File: config.mk
export PLATFORM = sky130hd
export DESIGN_NAME = traffic_display_monitor_flat
export DESIGN_NICKNAME = d
export VERILOG_FILES = /design/src/rtl/traffic_mon_pkg.sv /design/src/rtl/traffic_display_monitor_if.sv /design/src/rtl/seg7_to_bcd.sv /design/src/rtl/traffic_display_monitor.sv /design/src/flat_wrapper.sv
export SDC_FILE = /design/constraint.sdc
export NUM_CORES = 1
export LEC_CHECK = 0
export BUFFER_PORTS_ARGS = -buffer_cell sky130_fd_sc_hd__buf_4
export CAP_MARGIN = 30
export CORE_MARGIN = 2
export CORE_UTILIZATION = 59
export CTS_CLUSTER_DIAMETER = 120
export CTS_CLUSTER_SIZE = 10
export DETAILED_ROUTE_END_ITERATION = 12
export PLACE_DENSITY = 0.84
export SETUP_SLACK_MARGIN = 0.3
export SLEW_MARGIN = 20
export SYNTH_ARGS = -nofsm -noshare
export SYNTH_HDL_FRONTEND = slang
export SYNTH_SLANG_ARGS = --single-unit
File: constraint.sdc
create_clock -name CLK -period 4.72 [get_ports CLK]
set_input_delay 0.472 -clock CLK [delete_from_list [all_inputs] [get_ports CLK]]
set_output_delay 0.472 -clock CLK [all_outputs]
set_load 0.005 [all_outputs]
File: src/rtl/traffic_mon_pkg.sv
// Shared definitions for the traffic display monitor.
//   - 7-segment codes for digits 0..9 (bit0 = seg a ... bit6 = seg g, active-high)
//   - SEG_INVALID digit returned for any unrecognised segment pattern
//   - phase encodings and the four legal lamp vectors {GSN1,GSN2,GWE1,GWE2,RNS,RWE}
//   - monitor FSM state enum and a lamp-vector decoder
package traffic_mon_pkg;

    localparam logic [6:0] SEG_0 = 7'h3F;
    localparam logic [6:0] SEG_1 = 7'h06;
    localparam logic [6:0] SEG_2 = 7'h5B;
    localparam logic [6:0] SEG_3 = 7'h4F;
    localparam logic [6:0] SEG_4 = 7'h66;
    localparam logic [6:0] SEG_5 = 7'h6D;
    localparam logic [6:0] SEG_6 = 7'h7D;
    // The controller lights seg g for 7, so 7'h07 is deliberately not accepted.
    localparam logic [6:0] SEG_7 = 7'h47;
    localparam logic [6:0] SEG_8 = 7'h7F;
    localparam logic [6:0] SEG_9 = 7'h6F;

    localparam logic [3:0] SEG_INVALID = 4'hF;

    localparam logic [1:0] PH_P0 = 2'd0;
    localparam logic [1:0] PH_P1 = 2'd1;
    localparam logic [1:0] PH_P2 = 2'd2;
    localparam logic [1:0] PH_P3 = 2'd3;

    localparam logic [5:0] LAMP_P0 = 6'b100001;
    localparam logic [5:0] LAMP_P1 = 6'b010001;
    localparam logic [5:0] LAMP_P2 = 6'b001010;
    localparam logic [5:0] LAMP_P3 = 6'b000110;

    typedef enum logic [1:0] {
        IDLE  = 2'd0,
        ALIGN = 2'd1,
        TRACK = 2'd2
    } mon_state_t;

    typedef struct packed {
        logic       legal;
        logic [1:0] phase;
    } lamp_dec_t;

    function automatic lamp_dec_t decode_lamps(input logic [5:0] v);
        lamp_dec_t r;
        r.legal = 1'b1;
        r.phase = PH_P0;
        case (v)
            LAMP_P0: r.phase = PH_P0;
            LAMP_P1: r.phase = PH_P1;
            LAMP_P2: r.phase = PH_P2;
            LAMP_P3: r.phase = PH_P3;
            default: r.legal = 1'b0;
        endcase
        return r;
    endfunction

endpackage

File: src/rtl/traffic_display_monitor_if.sv
// Controller output bundle observed by the monitor.
//   Lamps : GSN1, GSN2, GWE1, GWE2, RNS, RWE (1 bit each)
//   Digits: SN1D1..WE2D2 (7 bits each), D1 = tens, D2 = units
//   master: the side that drives the display (controller or bench)
//   slave : the monitor, which only observes
interface traffic_display_monitor_if;
    logic       GSN1, GSN2, GWE1, GWE2, RNS, RWE;
    logic [6:0] SN1D1, SN1D2, SN2D1, SN2D2;
    logic [6:0] WE1D1, WE1D2, WE2D1, WE2D2;

    modport master (
        output GSN1, GSN2, GWE1, GWE2, RNS, RWE,
        output SN1D1, SN1D2, SN2D1, SN2D2, WE1D1, WE1D2, WE2D1, WE2D2
    );

    modport slave (
        input GSN1, GSN2, GWE1, GWE2, RNS, RWE,
        input SN1D1, SN1D2, SN2D1, SN2D2, WE1D1, WE1D2, WE2D1, WE2D2
    );
endinterface

File: src/rtl/seg7_to_bcd.sv
// Combinational 7-segment to BCD decoder.
//   seg     in  7  segment pattern, bit0 = seg a ... bit6 = seg g
//   digit   out 4  decoded digit 0..9, SEG_INVALID otherwise
//   invalid out 1  pattern is not one of the ten digit codes
module seg7_to_bcd
    import traffic_mon_pkg::*;
(
    input  logic [6:0] seg,
    output logic [3:0] digit,
    output logic       invalid
);

    always_comb begin
        invalid = 1'b0;
        digit   = SEG_INVALID;
        case (seg)
            SEG_0:   digit = 4'd0;
            SEG_1:   digit = 4'd1;
            SEG_2:   digit = 4'd2;
            SEG_3:   digit = 4'd3;
            SEG_4:   digit = 4'd4;
            SEG_5:   digit = 4'd5;
            SEG_6:   digit = 4'd6;
            SEG_7:   digit = 4'd7;
            SEG_8:   digit = 4'd8;
            SEG_9:   digit = 4'd9;
            default: invalid = 1'b1;
        endcase
    end

endmodule

File: src/rtl/traffic_display_monitor.sv
// Receive-side protocol monitor for the traffic controller display.
//   CLK, RESET    clock and synchronous active-high reset
//   disp          lamp and digit bundle (slave modport)
//   err_clr       clears sticky error flags and err_count
//   phase         last legal phase seen, phase_valid = current lamps legal
//   dwell         cycles in the current phase, saturating at 31
//   val_*         two-digit value per display, 127 when a digit is invalid
//   seg_err       sticky invalid-pattern flag per bus (SN1D1..WE2D2 = bits 0..7)
//   light_err, seq_err, timing_err  sticky error flags
//   err_count     saturating count of cycles carrying a new error
// All outputs are registered: one cycle after the inputs they describe.
module traffic_display_monitor
    import traffic_mon_pkg::*;
#(
    parameter int DWELL = 16,
    parameter int CNT_W = 8
) (
    input  logic                     CLK,
    input  logic                     RESET,
    traffic_display_monitor_if.slave disp,
    input  logic                     err_clr,
    output logic [1:0]               phase,
    output logic                     phase_valid,
    output logic [4:0]               dwell,
    output logic [6:0]               val_sn1,
    output logic [6:0]               val_sn2,
    output logic [6:0]               val_we1,
    output logic [6:0]               val_we2,
    output logic [7:0]               seg_err,
    output logic                     light_err,
    output logic                     seq_err,
    output logic                     timing_err,
    output logic [CNT_W-1:0]         err_count
);

    localparam logic [4:0]       DWELL_V   = 5'(DWELL);
    localparam logic [4:0]       DWELL_MAX = 5'd31;
    localparam logic [CNT_W-1:0] CNT_MAX   = '1;

    function automatic logic [6:0] pair_value(input logic [3:0] tens,
                                              input logic [3:0] units,
                                              input logic       bad);
        if (bad) return 7'd127;
        return ({3'b000, tens} * 7'd10) + {3'b000, units};
    endfunction

    function automatic logic [4:0] sat_inc_dwell(input logic [4:0] d);
        return (d == DWELL_MAX) ? d : d + 5'd1;
    endfunction

    function automatic logic [CNT_W-1:0] sat_inc_cnt(input logic [CNT_W-1:0] c);
        return (c == CNT_MAX) ? c : c + 1'b1;
    endfunction

    mon_state_t state_p1;
    lamp_dec_t  lamp;
    logic [6:0] seg_bus [8];
    logic [3:0] digit   [8];
    logic [7:0] seg_inv;
    logic       same_ph, next_ph;
    logic       ev_light, ev_seq, ev_timing, any_ev;

    // Stage 0: combinational decode of the sampled display inputs
    assign lamp = decode_lamps({disp.GSN1, disp.GSN2, disp.GWE1, disp.GWE2, disp.RNS, disp.RWE});

    assign seg_bus[0] = disp.SN1D1;
    assign seg_bus[1] = disp.SN1D2;
    assign seg_bus[2] = disp.SN2D1;
    assign seg_bus[3] = disp.SN2D2;
    assign seg_bus[4] = disp.WE1D1;
    assign seg_bus[5] = disp.WE1D2;
    assign seg_bus[6] = disp.WE2D1;
    assign seg_bus[7] = disp.WE2D2;

    for (genvar i = 0; i < 8; i++) begin : g_dec
        seg7_to_bcd u_dec (
            .seg     (seg_bus[i]),
            .digit   (digit[i]),
            .invalid (seg_inv[i])
        );
    end

    // Phase comparisons are against the registered phase, i.e. the last legal one.
    assign same_ph = (lamp.phase == phase);
    assign next_ph = (lamp.phase == phase + 2'd1);

    assign ev_light  = ~lamp.legal;
    assign ev_seq    = lamp.legal && (state_p1 != IDLE) && !same_ph && !next_ph;
    // Overstay fires only on the step from DWELL to DWELL+1, so once per overstay.
    assign ev_timing = lamp.legal && (state_p1 == TRACK) &&
                       ((same_ph && dwell == DWELL_V) || (next_ph && dwell != DWELL_V));
    assign any_ev    = (|seg_inv) | ev_light | ev_seq | ev_timing;

    // Stage 1: registered outputs and monitor FSM
    always_ff @(posedge CLK) begin
        if (RESET) begin
            state_p1    <= IDLE;
            phase       <= 2'd0;
            phase_valid <= 1'b0;
            dwell       <= 5'd0;
            val_sn1     <= 7'd0;
            val_sn2     <= 7'd0;
            val_we1     <= 7'd0;
            val_we2     <= 7'd0;
            seg_err     <= 8'd0;
            light_err   <= 1'b0;
            seq_err     <= 1'b0;
            timing_err  <= 1'b0;
            err_count   <= '0;
        end else begin
            phase_valid <= lamp.legal;
            if (lamp.legal) phase <= lamp.phase;

            val_sn1 <= pair_value(digit[0], digit[1], seg_inv[0] | seg_inv[1]);
            val_sn2 <= pair_value(digit[2], digit[3], seg_inv[2] | seg_inv[3]);
            val_we1 <= pair_value(digit[4], digit[5], seg_inv[4] | seg_inv[5]);
            val_we2 <= pair_value(digit[6], digit[7], seg_inv[6] | seg_inv[7]);

            // A new error in the clearing cycle survives the clear.
            seg_err    <= (seg_err & ~{8{err_clr}}) | seg_inv;
            light_err  <= (light_err & ~err_clr) | ev_light;
            seq_err    <= (seq_err & ~err_clr) | ev_seq;
            timing_err <= (timing_err & ~err_clr) | ev_timing;

            if (any_ev)
                err_count <= err_clr ? CNT_W'(1) : sat_inc_cnt(err_count);
            else if (err_clr)
                err_count <= '0;

            if (!lamp.legal) begin
                state_p1 <= IDLE;
                dwell    <= 5'd0;
            end else begin
                case (state_p1)
                    IDLE: begin
                        state_p1 <= ALIGN;
                        dwell    <= 5'd1;
                    end
                    ALIGN: begin
                        if (same_ph) begin
                            dwell <= sat_inc_dwell(dwell);
                        end else begin
                            if (next_ph) state_p1 <= TRACK;
                            dwell <= 5'd1;
                        end
                    end
                    TRACK: begin
                        if (same_ph) begin
                            dwell <= sat_inc_dwell(dwell);
                        end else begin
                            if (!next_ph) state_p1 <= ALIGN;
                            dwell <= 5'd1;
                        end
                    end
                    default: begin
                        state_p1 <= IDLE;
                        dwell    <= 5'd0;
                    end
                endcase
            end
        end
    end

endmodule

File: src/flat_wrapper.sv
// flat-port wrapper written by rule: the top's interface ports become plain ports
module traffic_display_monitor_flat import traffic_mon_pkg::*;
#(
    parameter int DWELL = 16,
    parameter int CNT_W = 8
)
  (CLK, RESET, err_clr, phase, phase_valid, dwell, val_sn1, val_sn2, val_we1, val_we2, seg_err, light_err, seq_err, timing_err, err_count, disp_GSN1, disp_GSN2, disp_GWE1, disp_GWE2, disp_RNS, disp_RWE, disp_SN1D1, disp_SN1D2, disp_SN2D1, disp_SN2D2, disp_WE1D1, disp_WE1D2, disp_WE2D1, disp_WE2D2);
  traffic_display_monitor_if disp_i ();
  input  logic CLK;
  input  logic RESET;
  input  logic err_clr;
  output logic [1:0] phase;
  output logic phase_valid;
  output logic [4:0] dwell;
  output logic [6:0] val_sn1;
  output logic [6:0] val_sn2;
  output logic [6:0] val_we1;
  output logic [6:0] val_we2;
  output logic [7:0] seg_err;
  output logic light_err;
  output logic seq_err;
  output logic timing_err;
  output logic [CNT_W-1:0] err_count;
  input wire logic [$bits(disp_i.GSN1)-1:0] disp_GSN1;
  input wire logic [$bits(disp_i.GSN2)-1:0] disp_GSN2;
  input wire logic [$bits(disp_i.GWE1)-1:0] disp_GWE1;
  input wire logic [$bits(disp_i.GWE2)-1:0] disp_GWE2;
  input wire logic [$bits(disp_i.RNS)-1:0] disp_RNS;
  input wire logic [$bits(disp_i.RWE)-1:0] disp_RWE;
  input wire logic [$bits(disp_i.SN1D1)-1:0] disp_SN1D1;
  input wire logic [$bits(disp_i.SN1D2)-1:0] disp_SN1D2;
  input wire logic [$bits(disp_i.SN2D1)-1:0] disp_SN2D1;
  input wire logic [$bits(disp_i.SN2D2)-1:0] disp_SN2D2;
  input wire logic [$bits(disp_i.WE1D1)-1:0] disp_WE1D1;
  input wire logic [$bits(disp_i.WE1D2)-1:0] disp_WE1D2;
  input wire logic [$bits(disp_i.WE2D1)-1:0] disp_WE2D1;
  input wire logic [$bits(disp_i.WE2D2)-1:0] disp_WE2D2;
  assign disp_i.GSN1 = disp_GSN1;
  assign disp_i.GSN2 = disp_GSN2;
  assign disp_i.GWE1 = disp_GWE1;
  assign disp_i.GWE2 = disp_GWE2;
  assign disp_i.RNS = disp_RNS;
  assign disp_i.RWE = disp_RWE;
  assign disp_i.SN1D1 = disp_SN1D1;
  assign disp_i.SN1D2 = disp_SN1D2;
  assign disp_i.SN2D1 = disp_SN2D1;
  assign disp_i.SN2D2 = disp_SN2D2;
  assign disp_i.WE1D1 = disp_WE1D1;
  assign disp_i.WE1D2 = disp_WE1D2;
  assign disp_i.WE2D1 = disp_WE2D1;
  assign disp_i.WE2D2 = disp_WE2D2;
  traffic_display_monitor #(.DWELL(DWELL), .CNT_W(CNT_W)) u_core (.CLK(CLK), .RESET(RESET), .disp(disp_i), .err_clr(err_clr), .phase(phase), .phase_valid(phase_valid), .dwell(dwell), .val_sn1(val_sn1), .val_sn2(val_sn2), .val_we1(val_we1), .val_we2(val_we2), .seg_err(seg_err), .light_err(light_err), .seq_err(seq_err), .timing_err(timing_err), .err_count(err_count));
endmodule
==> impl_metrics.json, run 1 <==
{
  "min-delay-start": "err_clr",
  "synth_cell_type_count": 89,
  "grt_usage_pct": 25.9,
  "drive_gt1_share_pct": 22.3,
  "cts_max_level": 3,
  "dp_hpwl_um": 8850,
  "start_util_pct": 59.8,
  "grt_pass1_vias": 4417,
  "drtIter0Drc": 134,
  "status": "finished clean",
  "p_seq_share_pct": 37.1,
  "vdd_drop_max_v": 0.000133,
  "synthArstFlopShare_pct": 0,
  "cts.sinks": 57,
  "skew_ns": 0.00586,
  "drcViolationCount": 0,
  "crit_family": "adder cells",
  "io_buffers": 119,
  "slew_headroom_pct": 50.2,
  "fp.dieW_um": 94.6,
  "utilization_pct": 73.8,
  "synthFlopType": "dfxtp_1",
  "synth-seq-cells": 57,
  "internal_power_mw": 1.00,
  "clk_pin_slew_ns": 0.06,
  "clk_latency_ns": 0.34,
  "critPathArrivalTime_ns": 3.47,
  "final_net_count": 820,
  "clockPowerShare_pct": 37.4,
  "grt_pass1_wl_um": 19000,
  "core-area_mm2": 0.00809,
  "period_needed_ns": 3.26,
  "layout_common_cells": "buf_4 (119), a21oi_1 (66), nand2_1 (58)",
  "cpPeakStageDelay_ns": 0.45,
  "antenna_left": 0,
  "netlist_instances": 606,
  "clock_path_buffers": 2,
  "min_path_cells": 4,
  "synth_area_mm2": 0.00484,
  "hold_buffers": 0,
  "cts_root_buffer": "clkbuf_8",
  "dieHeight_um": 94.6,
  "critPathKind": "in -> reg",
  "tightest_slew_ns": 0.742,
  "vias": 4841,
  "cp-start-kind": "input pin",
  "cts_inserted_buffers": 9,
  "finalPower_mw": 1.39,
  "path_depth": 14,
  "timing.fmax_mhz": 306,
  "routed_wirelength_um": 11700,
  "dpl-instance-area_mm2": 0.00575,
  "syn_area_per_cell_um2": 7.99,
  "cp-end-kind": "register",
  "path_cells": "buf_4 -> or3_1 -> o211ai_1 -> a31oi_1 -> a31oi_1 -> inv_1 -> ha_1 -> ha_1 -> inv_1 -> fa_1 -> nor3b_1 -> xnor2_1 -> xnor2_1 -> a21oi_1",
  "fill_cells": 641,
  "combPwrFrac_pct": 25.6,
  "antenna_cells": 0,
  "rsz0062_at_grt": "false",
  "p_sw_mw": 0.385,
  "worstReg2RegStart": "u_core.dwell[0]",
  "post_cts_buffers": 0,
  "hold_viol": 0,
  "seq_area_frac_synth_pct": 23.6,
  "dr.pass1.iters": 5,
  "io_pins": 120,
  "fin_crit_sh_pct": 69.1,
  "final_common_cell": "buf_4",
  "fin_ws_ns": 1.46,
  "via_per_inst": 5.88,
  "cts_resized": 0,
  "place_congestion": 0.892,
  "place_ws_ns": 1.13,
  "setup_viol": 0,
  "cts_tree": "built",
  "syn_nets": 712,
  "cp_slowest_cell": "fa_1",
  "grt-ovfl-total": 0,
  "final_area_mm2": 0.00597,
  "setup.worst_path.start": "disp_WE1D1[0]",
  "fin_cells": 824,
  "die_area_mm2": 0.00895,
  "hold_path.class": "in -> reg",
  "tns_ns": 0,
  "antenna_found_initial": 0,
  "hold_slack_ns": 0.466,
  "worstPathRequired_ns": 4.93,
  "slew_viol_final": 0,
  "path_buf_inv": 3,
  "synth_edf_count": 0,
  "p_sw_share_pct": 27.8,
  "dpl.cell_count": 808,
  "area_growth_pct": 23.4,
  "wl_per_cell_um": 14.2,
  "grt_max_degree": 49,
  "row_count": 33,
  "yosysWarnings": 0,
  "maxCapViolCount": 0,
  "power.leakage_nw": 2.57,
  "worst_r2r_path_depth": 10,
  "path_max_fanout": 10,
  "power.density_mw_per_mm2": 232
}
layout make-up:
type / instances / area [um^2] / share of cell area (%)
clock buffers: 14 / 163 / 2.72
clock inverters: 2 / 60.1 / 1.01
inverters: 43 / 161 / 2.70
multi-input cells: 484 / 3420 / 57.3
flip-flops and latches: 57 / 1140 / 19.1
well taps: 105 / 131 / 2.20
repair buffers: 119 / 893 / 15.0
cells in the mapped netlist, types with 4 or more instances:
master | count | area share (%)
a21o_1 | 4 | 0.62
a21oi_1 | 66 | 6.8
a31oi_1 | 6 | 0.78
and2_1 | 4 | 0.52
and3_1 | 7 | 0.90
buf_2 | 10 | 1.0
clkbuf_1 | 8 | 0.62
dfxtp_1 | 57 | 24
fa_1 | 8 | 3.3
ha_1 | 33 | 8.5
inv_1 | 43 | 3.3
nand2_1 | 58 | 4.5
nand2b_1 | 15 | 1.9
nand3_1 | 19 | 2.0
nand3b_1 | 9 | 1.4
nand4_1 | 8 | 1.0
nand4b_1 | 5 | 0.90
nor2_1 | 35 | 2.7
nor2b_1 | 8 | 1.0
nor3_1 | 12 | 1.2
nor3b_1 | 8 | 1.2
nor4_1 | 4 | 0.52
o211ai_1 | 5 | 0.78
o21a_1 | 4 | 0.62
o21ai_0 | 29 | 3.0
o22ai_1 | 7 | 0.90
o31ai_1 | 5 | 0.78
o32ai_1 | 5 | 0.90
or3_1 | 6 | 0.78
or3b_1 | 6 | 1.1
xnor2_1 | 14 | 2.5
xor2_1 | 17 | 3.1
power groups by stage:
stage,Combinational (mW),Sequential [mW],Clock [mW]
global placement,0.335,0.524,0
global route,0.394,0.515,0.542
finish,0.354,0.514,0.517
CTS,0.353,0.514,0.523
detailed placement,0.350,0.524,0
floorplan,0.213,0.523,0
logic make-up after synthesis:
| group | count (synthesis) | share of synthesized area [%] |
|---|---|---|
| simple gates | 238 | 29.3 |
| compound gates | 169 | 22.6 |
| buf+inv | 65 | 5.71 |
| flops | 57 | 23.6 |
| fa+ha+maj | 41 | 11.8 |
| xor+xnor | 33 | 6.28 |
| mux | 3 | 0.620 |
registers in the layout, indices dropped and copies added (netlist names), 2 cells and up:
name and cells:
u_core.val_sn1 7, u_core.dwell 5, u_core.val_we1 7, u_core.state_p1 2
u_core.err_count 8, u_core.phase 2, u_core.val_sn2 7, u_core.seg_err 8
u_core.val_we2 7
per-layer routing:
| metal | track usage (%) | part of all wire, % | vias up |
|---|---|---|---|
| li1 | - | - | 2423 |
| met1 | 32.5 | 45 | 2243 |
| met2 | 45.2 | 48 | 156 |
| met3 | 4.55 | 5.1 | 19 |
| met4 | 8.09 | 1.5 | 0 |
| met5 | 0 | 0 | - |
worst reg2reg max path, stage by stage (launching register included):
cell	delay (ns)
dfxtp_1	0.35
inv_1	0.09
ha_1	0.14
nand2_1	0.05
nor3_1	0.33
xor2_1	0.21
nor3_1	0.06
o311a_1	0.41
nor3_4	0.52
o21ai_1	0.20
a21oi_2	0.13
final timing paths:
check                              to  slack (ns)
hold reg to reg     u_core.seg_err[7]        0.47
setup / recovery    u_core.val_we1[6]        1.46
hold / removal    u_core.err_count[0]        0.47
setup reg to reg  u_core.err_count[7]        2.16
Note: power is estimated with default switching activity, not from simulation.
==> inputs of run 2 (changes only) <==
--- a/config.mk
+++ b/config.mk
@@ -8,11 +8,11 @@
 export BUFFER_PORTS_ARGS = -buffer_cell sky130_fd_sc_hd__buf_4
 export CAP_MARGIN = 30
 export CORE_MARGIN = 2
-export CORE_UTILIZATION = 59
+export CORE_UTILIZATION = 55
 export CTS_CLUSTER_DIAMETER = 120
 export CTS_CLUSTER_SIZE = 10
 export DETAILED_ROUTE_END_ITERATION = 12
-export PLACE_DENSITY = 0.84
+export PLACE_DENSITY = 0.79
 export SETUP_SLACK_MARGIN = 0.3
 export SLEW_MARGIN = 20
 export SYNTH_ARGS = -nofsm -noshare
==> constraint.sdc (replaced) <==
create_clock -name CLK -period 3.05 [get_ports CLK]
set_input_delay 0.305 -clock CLK [delete_from_list [all_inputs] [get_ports CLK]]
set_output_delay 0.305 -clock CLK [all_outputs]
set_load 0.005 [all_outputs]
==> run 2 against run 1 <==
- die area grew 7.0%
- non-clock buffer count grew 20
- register-to-register slack lost 1.6 ns
- total power grew 50%
- design area grew 4.2%
- clock skew grew 0.0030 ns
- count of clock-buffer cells in the layout shrank 4
- clock power grew 31%
- worst hold slack lost 0.16 ns
- routed wire length grew 5.8%
- sequential share of layout area shrank 0.77 points
- via count grew 2.3%
- largest cell class unchanged
==> impl_metrics.json, run 2 (synthesis gave the netlist of run 1 again) <==
{
  "timing.fmax_mhz": 362,
  "place_ws_ns": -0.0864,
  "fin_ws_ns": 0.291,
  "worst_r2r_path_depth": 10,
  "critPathKind": "in -> reg",
  "cts_tree": "built",
  "row_count": 34,
  "start_util_pct": 56.1,
  "die_area_mm2": 0.00957,
  "cp-start-kind": "input pin",
  "cts_max_level": 3,
  "min_path_cells": 3,
  "drtIter0Drc": 214,
  "tightest_slew_ns": 0.662,
  "vdd_drop_max_v": 0.000183,
  "antenna_found_initial": 0,
  "cp-end-kind": "register",
  "final_net_count": 840,
  "grt_pass1_vias": 4591,
  "dp_hpwl_um": 9350,
  "hold_slack_ns": 0.301,
  "routed_wirelength_um": 12400,
  "clk_pin_slew_ns": 0.06,
  "cts_root_buffer": "clkbuf_8",
  "reg2reg_to": "u_core.err_count[3]",
  "reg_top3": "u_core.err_count x8, u_core.seg_err x8",
  "grt_max_degree": 49,
  "grt-ovfl-total": 0,
  "skew_ns": 0.00890,
  "dpl.cell_count": 826,
  "wl_per_cell_um": 14.7,
  "layout_common_cells": "buf_4 (135), a21oi_1 (66), nand2_1 (58)",
  "io_pins": 120,
  "utilization_pct": 72.1,
  "hold_path.class": "in -> reg",
  "antenna_left": 0,
  "hold_viol": 0,
  "status": "finished clean",
  "slew_viol_final": 0,
  "period_needed_ns": 2.76,
  "critPathArrivalTime_ns": 2.95,
  "power.leakage_nw": 2.68,
  "path_max_fanout": 3,
  "slew_headroom_pct": 55.6,
  "clock_path_buffers": 2,
  "via_per_inst": 5.86,
  "core-area_mm2": 0.00864,
  "hold_buffers": 0,
  "grt_pass1_wl_um": 20400,
  "setup_viol": 0,
  "worstReg2RegStart": "u_core.dwell[0]",
  "area_growth_pct": 28.6,
  "cts.sinks": 57,
  "fin_cells": 845,
  "holdPathEnd": "u_core.val_sn2[0]",
  "grt_usage_pct": 25.1,
  "clk_latency_ns": 0.33,
  "place_congestion": 0.904,
  "drive_gt1_share_pct": 27.0,
  "tns_ns": 0,
  "rsz0062_at_grt": "true",
  "io_buffers": 119,
  "min-delay-start": "disp_SN2D2[2]",
  "fp.dieW_um": 97.8,
  "drcViolationCount": 0,
  "dieHeight_um": 97.8,
  "r2r_slack_ns": 0.55,
  "dr.pass1.iters": 5,
  "final_common_cell": "buf_4",
  "worstPathRequired_ns": 3.24,
  "cts_inserted_buffers": 9,
  "fill_cells": 706,
  "maxCapViolCount": 0,
  "vias": 4952,
  "antenna_cells": 0,
  "fin_crit_sh_pct": 90.4,
  "power.density_mw_per_mm2": 334
}
## run 2: per-layer routing
metal | up-vias | wire length [um] | track usage (%)
li1 | 2458 | - | -
met1 | 2316 | 5370 | 30.6
met2 | 156 | 6160 | 44.2
met3 | 22 | 658 | 5.80
met4 | 0 | 195 | 7.69
met5 | - | 0 | 0
## run 2: how the worst max path moves through the flow
stage	endpoint	startpoint	cells past startpoint
3_5_place_dp	u_core.val_we1[6]	disp_WE1D1[4]	16
6_report	u_core.val_we1[6]	disp_WE1D1[0]	13
2_1_floorplan	u_core.val_we1[6]	disp_WE1D1[0]	14
5_1_grt	u_core.val_we1[6]	disp_WE1D1[0]	14
3_3_place_gp	u_core.val_we1[6]	disp_WE1D1[4]	13
4_1_cts	u_core.val_we1[6]	disp_WE1D1[4]	16
## run 2: what timing repair did
| item | CTS | global route |
|---|---|---|
| cloned | 0 | 0 |
| pin swaps | 2 | 22 |
| gates resized for setup | 1 | 13 |
| setup endpoints to repair | 1 | 3 |
| setup buffers | 1 | 4 |
## run 2: power breakdown
part,leakage [nW],internal [mW],switching (mW)
sequential,0.474,0.777,0.0175
clock,0.0978,0.386,0.291
combinational,2.10,0.304,0.304
total,2.68,1.47,0.612
## run 2: critical path: stages
cell and delay (ns):
buf_6 0.09, or3_4 0.38, o211ai_1 0.27, a31o_2 0.22, o21ai_1 0.13, ha_4 0.27, ha_4 0.15, inv_2 0.05
fa_2 0.46, nor3b_2 0.24, xnor2_1 0.16, xnor2_1 0.14, a21oi_1 0.08
## run 2: area by class of cell
cell class	instances	area, um^2	area share, %
Clock buffer	10	138	2.21
Clock inverter	4	45.0	0.724
Inverter	43	164	2.63
Multi-Input combinational cell	484	3540	56.9
Sequential cell	57	1140	18.3
Tap cell	108	135	2.17
Timing Repair Buffer	139	1060	17.1
## run 2: metrics by stage
stage                     cell area, um^2  power, mW
after floorplan                      4930       1.16
after global placement               5950       1.36
after detailed placement             5950       1.39
after CTS                            6160       2.07
after global routing                 6220       2.20
final                                6220       2.08
